## src/rtl/fetch_stage.sv

```systemverilog
// Instruction-fetch stage: owns the PC, drives the instruction memory address and
// fills the IF/ID register under a valid/ready handshake with redirect, stall and halt.
module fetch_stage #(
  parameter int unsigned          ADDR_W    = 8,
  parameter int unsigned          INSN_W    = 32,
  parameter logic [ADDR_W-1:0]    RESET_PC  = 8'h00,
  parameter int unsigned          PC_STEP   = 4,
  parameter logic [INSN_W-1:0]    HALT_INSN = 32'h00100073
) (
  input  logic              clk,
  input  logic              reset,
  output logic [ADDR_W-1:0] imem_addr,
  input  logic [INSN_W-1:0] imem_insn,
  input  logic              redirect_valid,
  input  logic [ADDR_W-1:0] redirect_pc,
  input  logic              if_ready,
  output logic              if_valid,
  output logic [ADDR_W-1:0] if_pc,
  output logic [INSN_W-1:0] if_insn,
  output logic [6:0]        if_opcode,
  output logic [4:0]        if_rd,
  output logic [4:0]        if_rs1,
  output logic [4:0]        if_rs2,
  output logic              halted,
  output logic              misalign_err,
  output logic [15:0]       fetch_count
);

  localparam int unsigned CNT_W = 16;

  logic [ADDR_W-1:0] pc_q;
  logic [ADDR_W-1:0] pc_d;
  logic              if_valid_d;
  logic [ADDR_W-1:0] if_pc_d;
  logic [INSN_W-1:0] if_insn_d;
  logic              halted_d;
  logic              misalign_d;
  logic [CNT_W-1:0]  count_d;

  logic redirect;
  logic advance;
  logic transfer;

  // Memory is combinational, so the address is simply the current PC.
  assign imem_addr = pc_q;

  assign if_opcode = if_insn[6:0];
  assign if_rd     = if_insn[11:7];
  assign if_rs1    = if_insn[19:15];
  assign if_rs2    = if_insn[24:20];

  assign redirect = redirect_valid && !halted;
  assign advance  = !halted && (!if_valid || if_ready);
  assign transfer = if_valid && if_ready;

  // Next-state: redirect beats capture; a halted stage only drains IF/ID.
  always_comb begin
    pc_d       = pc_q;
    if_valid_d = if_valid;
    if_pc_d    = if_pc;
    if_insn_d  = if_insn;
    halted_d   = halted;
    misalign_d = misalign_err;
    count_d    = fetch_count;

    if (redirect) begin
      pc_d       = {redirect_pc[ADDR_W-1:2], 2'b00};
      if_valid_d = 1'b0;
      misalign_d = misalign_err | (|redirect_pc[1:0]);
    end else if (advance) begin
      if_pc_d    = pc_q;
      if_insn_d  = imem_insn;
      if_valid_d = 1'b1;
      pc_d       = pc_q + ADDR_W'(PC_STEP);
      if (imem_insn == HALT_INSN) begin
        halted_d = 1'b1;
      end
    end else if (halted && transfer) begin
      if_valid_d = 1'b0;
    end

    // A flushed entry is never counted as handed to decode.
    if (transfer && !redirect && (fetch_count != {CNT_W{1'b1}})) begin
      count_d = fetch_count + CNT_W'(1);
    end
  end

  always_ff @(posedge clk) begin
    if (reset) begin
      pc_q         <= RESET_PC;
      if_valid     <= 1'b0;
      if_pc        <= '0;
      if_insn      <= '0;
      halted       <= 1'b0;
      misalign_err <= 1'b0;
      fetch_count  <= '0;
    end else begin
      pc_q         <= pc_d;
      if_valid     <= if_valid_d;
      if_pc        <= if_pc_d;
      if_insn      <= if_insn_d;
      halted       <= halted_d;
      misalign_err <= misalign_d;
      fetch_count  <= count_d;
    end
  end

endmodule

```

## config.mk

```make
export PLATFORM = sky130hd
export DESIGN_NAME = fetch_stage
export DESIGN_NICKNAME = d
export VERILOG_FILES = /design/src/rtl/fetch_stage.sv
export SDC_FILE = /design/constraint.sdc
export NUM_CORES = 1
export LEC_CHECK = 0
export CAP_MARGIN = 20
export CORE_ASPECT_RATIO = 0.75
export CORE_MARGIN = 10
export CORE_UTILIZATION = 35
export DETAILED_ROUTE_END_ITERATION = 8
export PLACE_DENSITY = 0.69
export SLEW_MARGIN = 10
export SYNTH_ARGS = -nofsm -noshare
export SYNTH_HDL_FRONTEND = slang
export SYNTH_SLANG_ARGS = --single-unit
```

## constraint.sdc

```tcl
create_clock -name clk -period 3.2 [get_ports clk]
set_input_delay 0.32 -clock clk [delete_from_list [all_inputs] [get_ports clk]]
set_output_delay 0.32 -clock clk [all_outputs]
set_load 0.02 [all_outputs]
```

### Yosys cells after proc, flatten, opt, wreduce, memory -nomap -nowiden

Index checks and enable logic that the tools add are counted.

| storage, ports and cells | value |
|---|---|
| bits in writable memories | 0 |
| input bits | 44 |
| output and inout port bits | 89 |
| register bits | 67 |
| memory bits (read-only) | 0 |
| memories | 0 |
| latch bits | 0 |
| word-level logic and storage cells | 34 |

| operators by class | value |
|---|---|
| reductions and logical operators | 16 |
| bitwise logic cells | 2 |
| $add $sub $neg | 2 |
| multiplexer cells | 4 |
| div/mod/pow operators | 0 |
| $mul | 0 |
| eq/ne operators | 2 |
| order comparisons | 0 |
| shift-type cells | 0 |

Operators by type and width:

| operator | number |
|---|---|
| 32-bit by 21-bit equality test with 1-bit output, second input constant | 1 |
| 16-bit by 1-bit adder with 16-bit output, second input constant | 1 |
| 8-bit 2-to-1 mux | 2 |
| 16-bit inequality test, second input constant | 1 |
| 8-bit by 3-bit adder with 8-bit output, second input constant | 1 |
| 1-bit logical AND | 6 |
| 2-bit nonzero test | 2 |
| 2-bit OR reduction | 2 |
| 1-bit logical NOT | 3 |
| 3-bit AND reduction | 1 |
| 1-bit 2-to-1 mux | 2 |
| 2-bit AND reduction | 1 |
| 1-bit logical OR | 1 |
| 1-bit inverter | 1 |
| 1-bit OR | 1 |

### Logic depth before layout (Yosys ltp)

Gate-level depths: netlist of run 1.

| depth | value |
|---|---|
| depth after elaboration | 5 |
| gate-level depth with buffers | 7 |
| depth with buffers taken out | 5 |

### Worst setup path after synthesis of run 1

OpenSTA, ideal clock, no wires.

| timing | value |
|---|---|
| kind | flip-flop to flip-flop |
| start point | reg fetch_count[9] |
| end point | reg fetch_count[14] |
| period minus slack after synthesis | 1.828 ns |
| setup time | 0.121 ns |
| arrival | 1.707 ns |
| stages on the path, launching flop included | 5 |
| path slack | 1.372 ns |
| buffers on the path | 0 |
| required time | 3.079 ns |
| path through | dfxtp_1 > nand4_1 > nor4_4 > nor4b_2 > mux2_2 |

| between the ends | value |
|---|---|
| word-level cells in the longest chain between the ends | 2 |
| elaborated cells between the ends (all ways) | 3 |
| those cells by class | 1 x add/sub; 1 x eq/ne; 1 x reduce/logical |

RTL lines:

| item | RTL line | text |
|---|---|---|
| start: declaration | 26 | `output logic [15:0] fetch_count` |
| start signal: assignment | 104 | `fetch_count <= count_d;` |
| branches (longest 2 deep; another with 16-bit by 1-bit adder with 16-bit output) | n/a |  |

Several ways; the timed one is not identified.
A chain may end at the register's enable or synchronous reset.

### Final worst setup path of run 1

| timing | value |
|---|---|
| start point | in redirect_valid |
| end point | reg fetch_count[6] |

| between the ends | value |
|---|---|
| word-level cells in the longest chain between the ends | 4 |

RTL lines:

| item | RTL line | text |
|---|---|---|
| start: declaration | 14 | `input logic redirect_valid,` |
| 1-bit logical AND | 52 | `assign redirect = redirect_valid && !halted;` |
| 1-bit logical NOT | 83 | `if (transfer && !redirect && (fetch_count != {CNT_W{1'b1}})) begin` |
| 1-bit logical AND (2 in a row) | 83 |  |

No other way between the ends.

==> reports/qor.csv, run 1 <==
metric,value,unit
cpMaxStageDelayCell,clkdlybuf4s50_1,
synth_cells,371,
die_w,126,µm
p_sw,518,µW
hp-class,in2reg,
syn_avg_cell_area,8.02,µm²
worstSetupEndpointType,flip-flop,
required,3.44,ns
numCtsBuffers,9,
start_kind,primary input,
leakage,1.57,nW
fmax,472,MHz
initial_utilization,0.355,
netlist_area,0.00298,mm²
cts_setup_buffers,0,
max_cap_violations,0,
finalWirelength,9320,µm
clk_latency,0.31,ns
port_buffers,128,
dieArea,0.0126,mm²
cts.root.buffer_cell,clkbuf_16,
clkPwrFrac,0.443,
dr.pass1.iters,4,
cts_resized,0,
fin_setup_tns,0,ns
timing.final.ws_setup,1.08,ns
drv_slew,0,
place_congestion,0.798,
antenna_found_initial,0,
status,"finished, final reports clean",
grt_max_degree,69,
tightestPinTransition,0.761,ns
crit_family,simple AND/OR/NAND/NOR gates,
core,0.00838,mm²
grt.total_usage,0.142,
skew,0.00744,ns
synth_seq_cells,63,
irDropWorstVdd,0.000236,V
layout.nets,516,
slew_headroom,0.489,
cts_max_level,3,
grt_pass1_wl,14900,µm
n_fill_cell,823,
cp_slowest_stage_delay,0.69,ns
place_ws,0.773,ns
synth-seq-area-share,0.424,
dpl.cell_count,567,
rsz0062_at_grt,no,
setup_viol,0,
areaGrowthSynthToFinish,49.2,%
num_vias,2919,
drc_errors,0,
fin_util,0.529,
viasPerCell,5.01,
dp_hpwl,7160,µm
critPathKind,in2reg,
multiInputGateArea,0.00141,mm²
postCtsHoldBufs,0,
path_cells,"clkdlybuf4s50_1, nor2b_4, or3_1, or4_1, a21oi_1",
crit_buf_inv,1,
combPwrFrac,0.157,
finalHoldViolations,0,
fin_cells,583,
drive_gt1_frac,0.0568,
whs,0.405,ns
pwr-share-seq,0.400,
p_sw_frac,0.245,
cts.sinks,63,
die_h,99.9,µm
min_period,2.12,ns
diodes,0,
grt_pass1_vias,2840,
final_antenna_net_count,0,
crit_path_max_fanout,17,
rows,29,
worst_ep_arrival_time,2.35,ns
clock_path_buffers,2,
internal_power,1.60,mW
cts_tree,built,
ys_warn_count,0,
wire_per_inst,16.0,µm
grt_overflow,0,
path_clk_slew,0.05,ns
period_share,0.661,
yosysUniqueCellTypes,41,
power_density,477,mW/mm²
regArea,0.00126,mm²
drt-initial-drc-count,157,
num_io_pins,133,
==> layout make-up <==
type | count | share of cell area
multi-input cells | 253 | 0.317
repair buffers | 131 | 0.293
flip-flops and latches | 63 | 0.284
clock buffers | 12 | 0.0555
well taps | 108 | 0.0304
clock inverters | 4 | 0.0101
inverters | 12 | 0.0101
==> Yosys cell counts <==
cell,number,share of area
nor4b_1,1,0.0029
nor2b_4,1,0.0046
buf_4,27,0.068
nand2_1,85,0.11
o32ai_1,1,0.0029
a221oi_1,1,0.0029
nor4_1,8,0.017
nor2b_1,6,0.013
o41ai_1,4,0.012
a211o_1,2,0.0059
nand2b_1,3,0.0063
a211oi_1,1,0.0025
nor3_1,9,0.015
ha_1,2,0.0084
or4_1,8,0.020
mux2_2,2,0.0076
a41o_1,1,0.0034
and2_1,1,0.0021
o21ai_0,8,0.013
and4_1,3,0.0088
clkbuf_1,15,0.019
nor4b_2,1,0.0050
inv_1,12,0.015
nand4b_1,1,0.0029
a22oi_1,2,0.0050
a311oi_1,1,0.0029
dfxtp_1,63,0.42
nand3_1,12,0.020
nand4_1,3,0.0063
a41oi_1,1,0.0029
nand4_2,1,0.0042
o2111a_1,1,0.0038
or3_1,3,0.0063
mux2i_1,1,0.0034
nand4_4,1,0.0071
conb_1,1,0.0013
nor2_1,7,0.0088
o31ai_1,9,0.023
a21oi_1,56,0.094
buf_2,4,0.0067
nor4_4,2,0.014
==> power by group through the flow <==
stage               sequential (mW)  clock (mW)  combinational [mW]
global route                  0.853        1.00               0.358
CTS                           0.848       0.966               0.337
detailed placement            0.864           0               0.336
finish                        0.848       0.938               0.332
global placement              0.863           0               0.333
floorplan                     0.902           0               0.134
==> metal layers <==
metal,GRT usage,share of wire,vias to the layer above
met5,0,0,-
met4,0.0341,0.0050,0
met3,0.0542,0.073,2
met2,0.232,0.48,77
met1,0.174,0.44,1363
li1,-,-,1477
==> kinds of logic after synthesis <==
group | after synthesis | share of synthesized area
muxes | 3 | 0.0109
other | 1 | 0.00126
DFF | 63 | 0.424
and+or+nand+nor | 156 | 0.272
AOI/OAI and AO/OA | 88 | 0.175
buffers and inverters | 58 | 0.109
adders and majority gates | 2 | 0.00841
==> path summary, 6_finish.rpt <==
path | startpoint | endpoint | slack (ns) | cells past startpoint
hold reg to reg | misalign_err$_SDFFE_PP0P_ | misalign_err$_SDFFE_PP0P_ | 0.45 | 2
hold / removal | reset | halted$_SDFFE_PP0P_ | 0.40 | 4
setup / recovery | redirect_valid | fetch_count[6]$_SDFFE_PP0P_ | 1.08 | 5
setup reg to reg | fetch_count[0]$_SDFFE_PP0P_ | fetch_count[7]$_SDFFE_PP0P_ | 1.13 | 5
==> worst reg2reg max path: stages, from the launching register on <==
cell	delay [ns]
dfxtp_1	0.40
ha_1	0.24
nand4_2	0.23
nor4_4	0.77
or4_1	0.21
a21oi_1	0.07
==> through the flow <==
step	area [µm²]	power [mW]
after floorplan	2990	1.04
after global placement	4150	1.20
after detailed placement	4150	1.20
after CTS	4440	2.15
after global routing	4440	2.22
final	4440	2.12
==> cell usage in the layout (no fill, tap or decap), drive strengths merged, types with 9 or more instances in the layout <==
cell type and instances:
a21oi 56, nor3 9, inv 12, nand3 12, o31ai 9, clkbuf 12
dfxtp 63, clkdlybuf4s50 127, nand2 85, nor4 10
==> registers in the layout (all words and copies together), names as in the netlist <==
name / flops
misalign_err: 1
if_pc: 6
imem_addr: 6
halted: 1
if_valid: 1
fetch_count: 16
if_insn: 32
Power figures use the tool's default switching activity.
==> inputs of run 2 (changes only) <==
==> constraint.sdc (replaced) <==
create_clock -name clk -period 2 [get_ports clk]
set_input_delay 0.2 -clock clk [delete_from_list [all_inputs] [get_ports clk]]
set_output_delay 0.2 -clock clk [all_outputs]
set_load 0.02 [all_outputs]
==> run 2 against run 1 <==
Compared with the run above: flip-flop and latch count unchanged; routed wire length increased by 3.7%; highest routed layer unchanged; count of clock-buffer cells in the layout did not move; sequential share of layout area fell by 0.44 points; via count up 2.4%; register-to-register slack lost 1.0 ns; largest cell class unchanged.
==> reports/qor.csv, run 2 (synthesized netlist as in run 1, its figures left out) <==
metric,value,unit
status,"finished, final reports clean",
postCtsHoldBufs,0,
tightestPinTransition,0.651,ns
drt-initial-drc-count,175,
critPathKind,reg2reg,
worstHoldEndpoint,fetch_count[0]$_SDFFE_PP0P_,
drv_slew,0,
dp_hpwl,7480,µm
max_cap_violations,0,
die_w,126,µm
initial_utilization,0.355,
port_buffers,128,
setup_viol,0,
cts_tree,built,
cts_max_level,3,
num_io_pins,133,
rows,29,
fmax,528,MHz
clk_latency,0.32,ns
slew_headroom,0.565,
drc_errors,0,
timing.rr.end,fetch_count[6]$_SDFFE_PP0P_,
worstSetupEndpointType,flip-flop,
use_met3,0.0495,
final_common_cell,clkdlybuf4s50_1,
antenna_found_initial,0,
r2r-start,fetch_count[0]$_SDFFE_PP0P_,
cts.sinks,63,
largestRegisters,"if_insn (32), fetch_count (16)",
fin_setup_tns,0,ns
grt_util_met2,0.242,
worst_ep_arrival_time,2.14,ns
irDropWorstVdd,0.000336,V
hp-class,in2reg,
diodes,0,
clock_path_buffers,2,
fin_cells,595,
dr.pass1.iters,4,
dieArea,0.0126,mm²
start_kind,flip-flop,
core,0.00838,mm²
grt.total_usage,0.144,
crit_path_max_fanout,6,
grt_pass1_wl,15100,µm
hold_path_depth,3,
cts_resized,0,
dpl.cell_count,579,
leakage,1.61,nW
final_antenna_net_count,0,
numCtsBuffers,9,
min_period,1.89,ns
rrSetupSlack,0.11,ns
grt_use_met1,0.170,
rr_worst_depth,5,
finalWirelength,9660,µm
rsz0062_at_grt,no,
power_density,724,mW/mm²
die_h,99.9,µm
fin_util,0.538,
period_share,0.947,
wire_per_inst,16.2,µm
finalHoldViolations,0,
hold_start,reset,
top_register,if_insn,
whs,0.337,ns
layout.nets,528,
path_clk_slew,0.05,ns
mostFrequentLayoutCells,"127 x clkdlybuf4s50_1, 85 x nand2_1, 63 x dfxtp_1",
viasPerCell,5.02,
grt_pass1_vias,2949,
largest_reg_flops,32,
grt_overflow,0,
place_congestion,0.805,
required,2.25,ns
grt.busiest_layer,met2,
grt_max_degree,51,
skew,0.00773,ns
cts.root.buffer_cell,clkbuf_16,
areaGrowthSynthToFinish,51.5,%
cts_setup_buffers,0,
drive_gt1_frac,0.0780,
num_vias,2988,
total_power,3.26,mW
-- run 2: changes by cell type in the layout (fill, tap and decap cells not counted), sizes merged --
| cell | delta |
|---|---|
| buf | +12 |
| bufinv | -1 |
| clkinvlp | +1 |
-- run 2: critical path: stages, from the launching register on --
cell	delay, ns
dfxtp_1	0.41
ha_1	0.25
nand3_1	0.15
or3_1	0.37
or4_1	0.48
a21oi_1	0.15
-- run 2: how the worst max path moves through the flow --
stage,to,startpoint,slack [ns]
floorplan,fetch_count[14]$_SDFFE_PP0P_,fetch_count[9]$_SDFFE_PP0P_,0.17
global placement,fetch_count[6]$_SDFFE_PP0P_,redirect_valid,0.11
detailed placement,fetch_count[6]$_SDFFE_PP0P_,redirect_valid,0.07
CTS,fetch_count[6]$_SDFFE_PP0P_,fetch_count[0]$_SDFFE_PP0P_,0.12
global route,fetch_count[6]$_SDFFE_PP0P_,fetch_count[0]$_SDFFE_PP0P_,0.01
finish,fetch_count[6]$_SDFFE_PP0P_,fetch_count[0]$_SDFFE_PP0P_,0.11
-- run 2: layer usage --
layer  wire (µm)  share of wire
met1        4250           0.44
met2        4690           0.49
met3         614          0.064
met4         102          0.011
met5           0              0
-- run 2: area by class of cell --
| class | instances | area, µm² |
|---|---|---|
| Inverter | 12 | 45.0 |
| Timing Repair Buffer | 143 | 1400 |
| Tap cell | 108 | 135 |
| Multi-Input combinational cell | 253 | 1410 |
| Fill cell | 814 | 3870 |
| Clock inverter | 4 | 22.5 |
| Sequential cell | 63 | 1260 |
| Clock buffer | 12 | 236 |
-- run 2: report_power, final --
group	switching [mW]	internal (mW)
combinational	0.278	0.268
clock	0.529	0.832
sequential	0.0442	1.31
-- run 2: through the flow --
step           instance area (µm²)  setup WS [ns]
2_1_floorplan                 2990          0.172
3_3_place_gp                  4250          0.109
3_5_place_dp                  4250         0.0730
4_1_cts                       4510          0.121
5_1_grt                       4510         0.0128
6_report                      4510          0.107
==> inputs of run 3 (changes only) <==
--- a/config.mk
+++ b/config.mk
@@ -10,6 +10,7 @@
 export CORE_MARGIN = 10
 export CORE_UTILIZATION = 35
 export DETAILED_ROUTE_END_ITERATION = 8
+export GPL_ROUTABILITY_DRIVEN = 1
 export PLACE_DENSITY = 0.69
 export SLEW_MARGIN = 10
 export SYNTH_ARGS = -nofsm -noshare
==> results of run 3 <==
The final DEF is identical to that of run 2; final timing and power are the same.
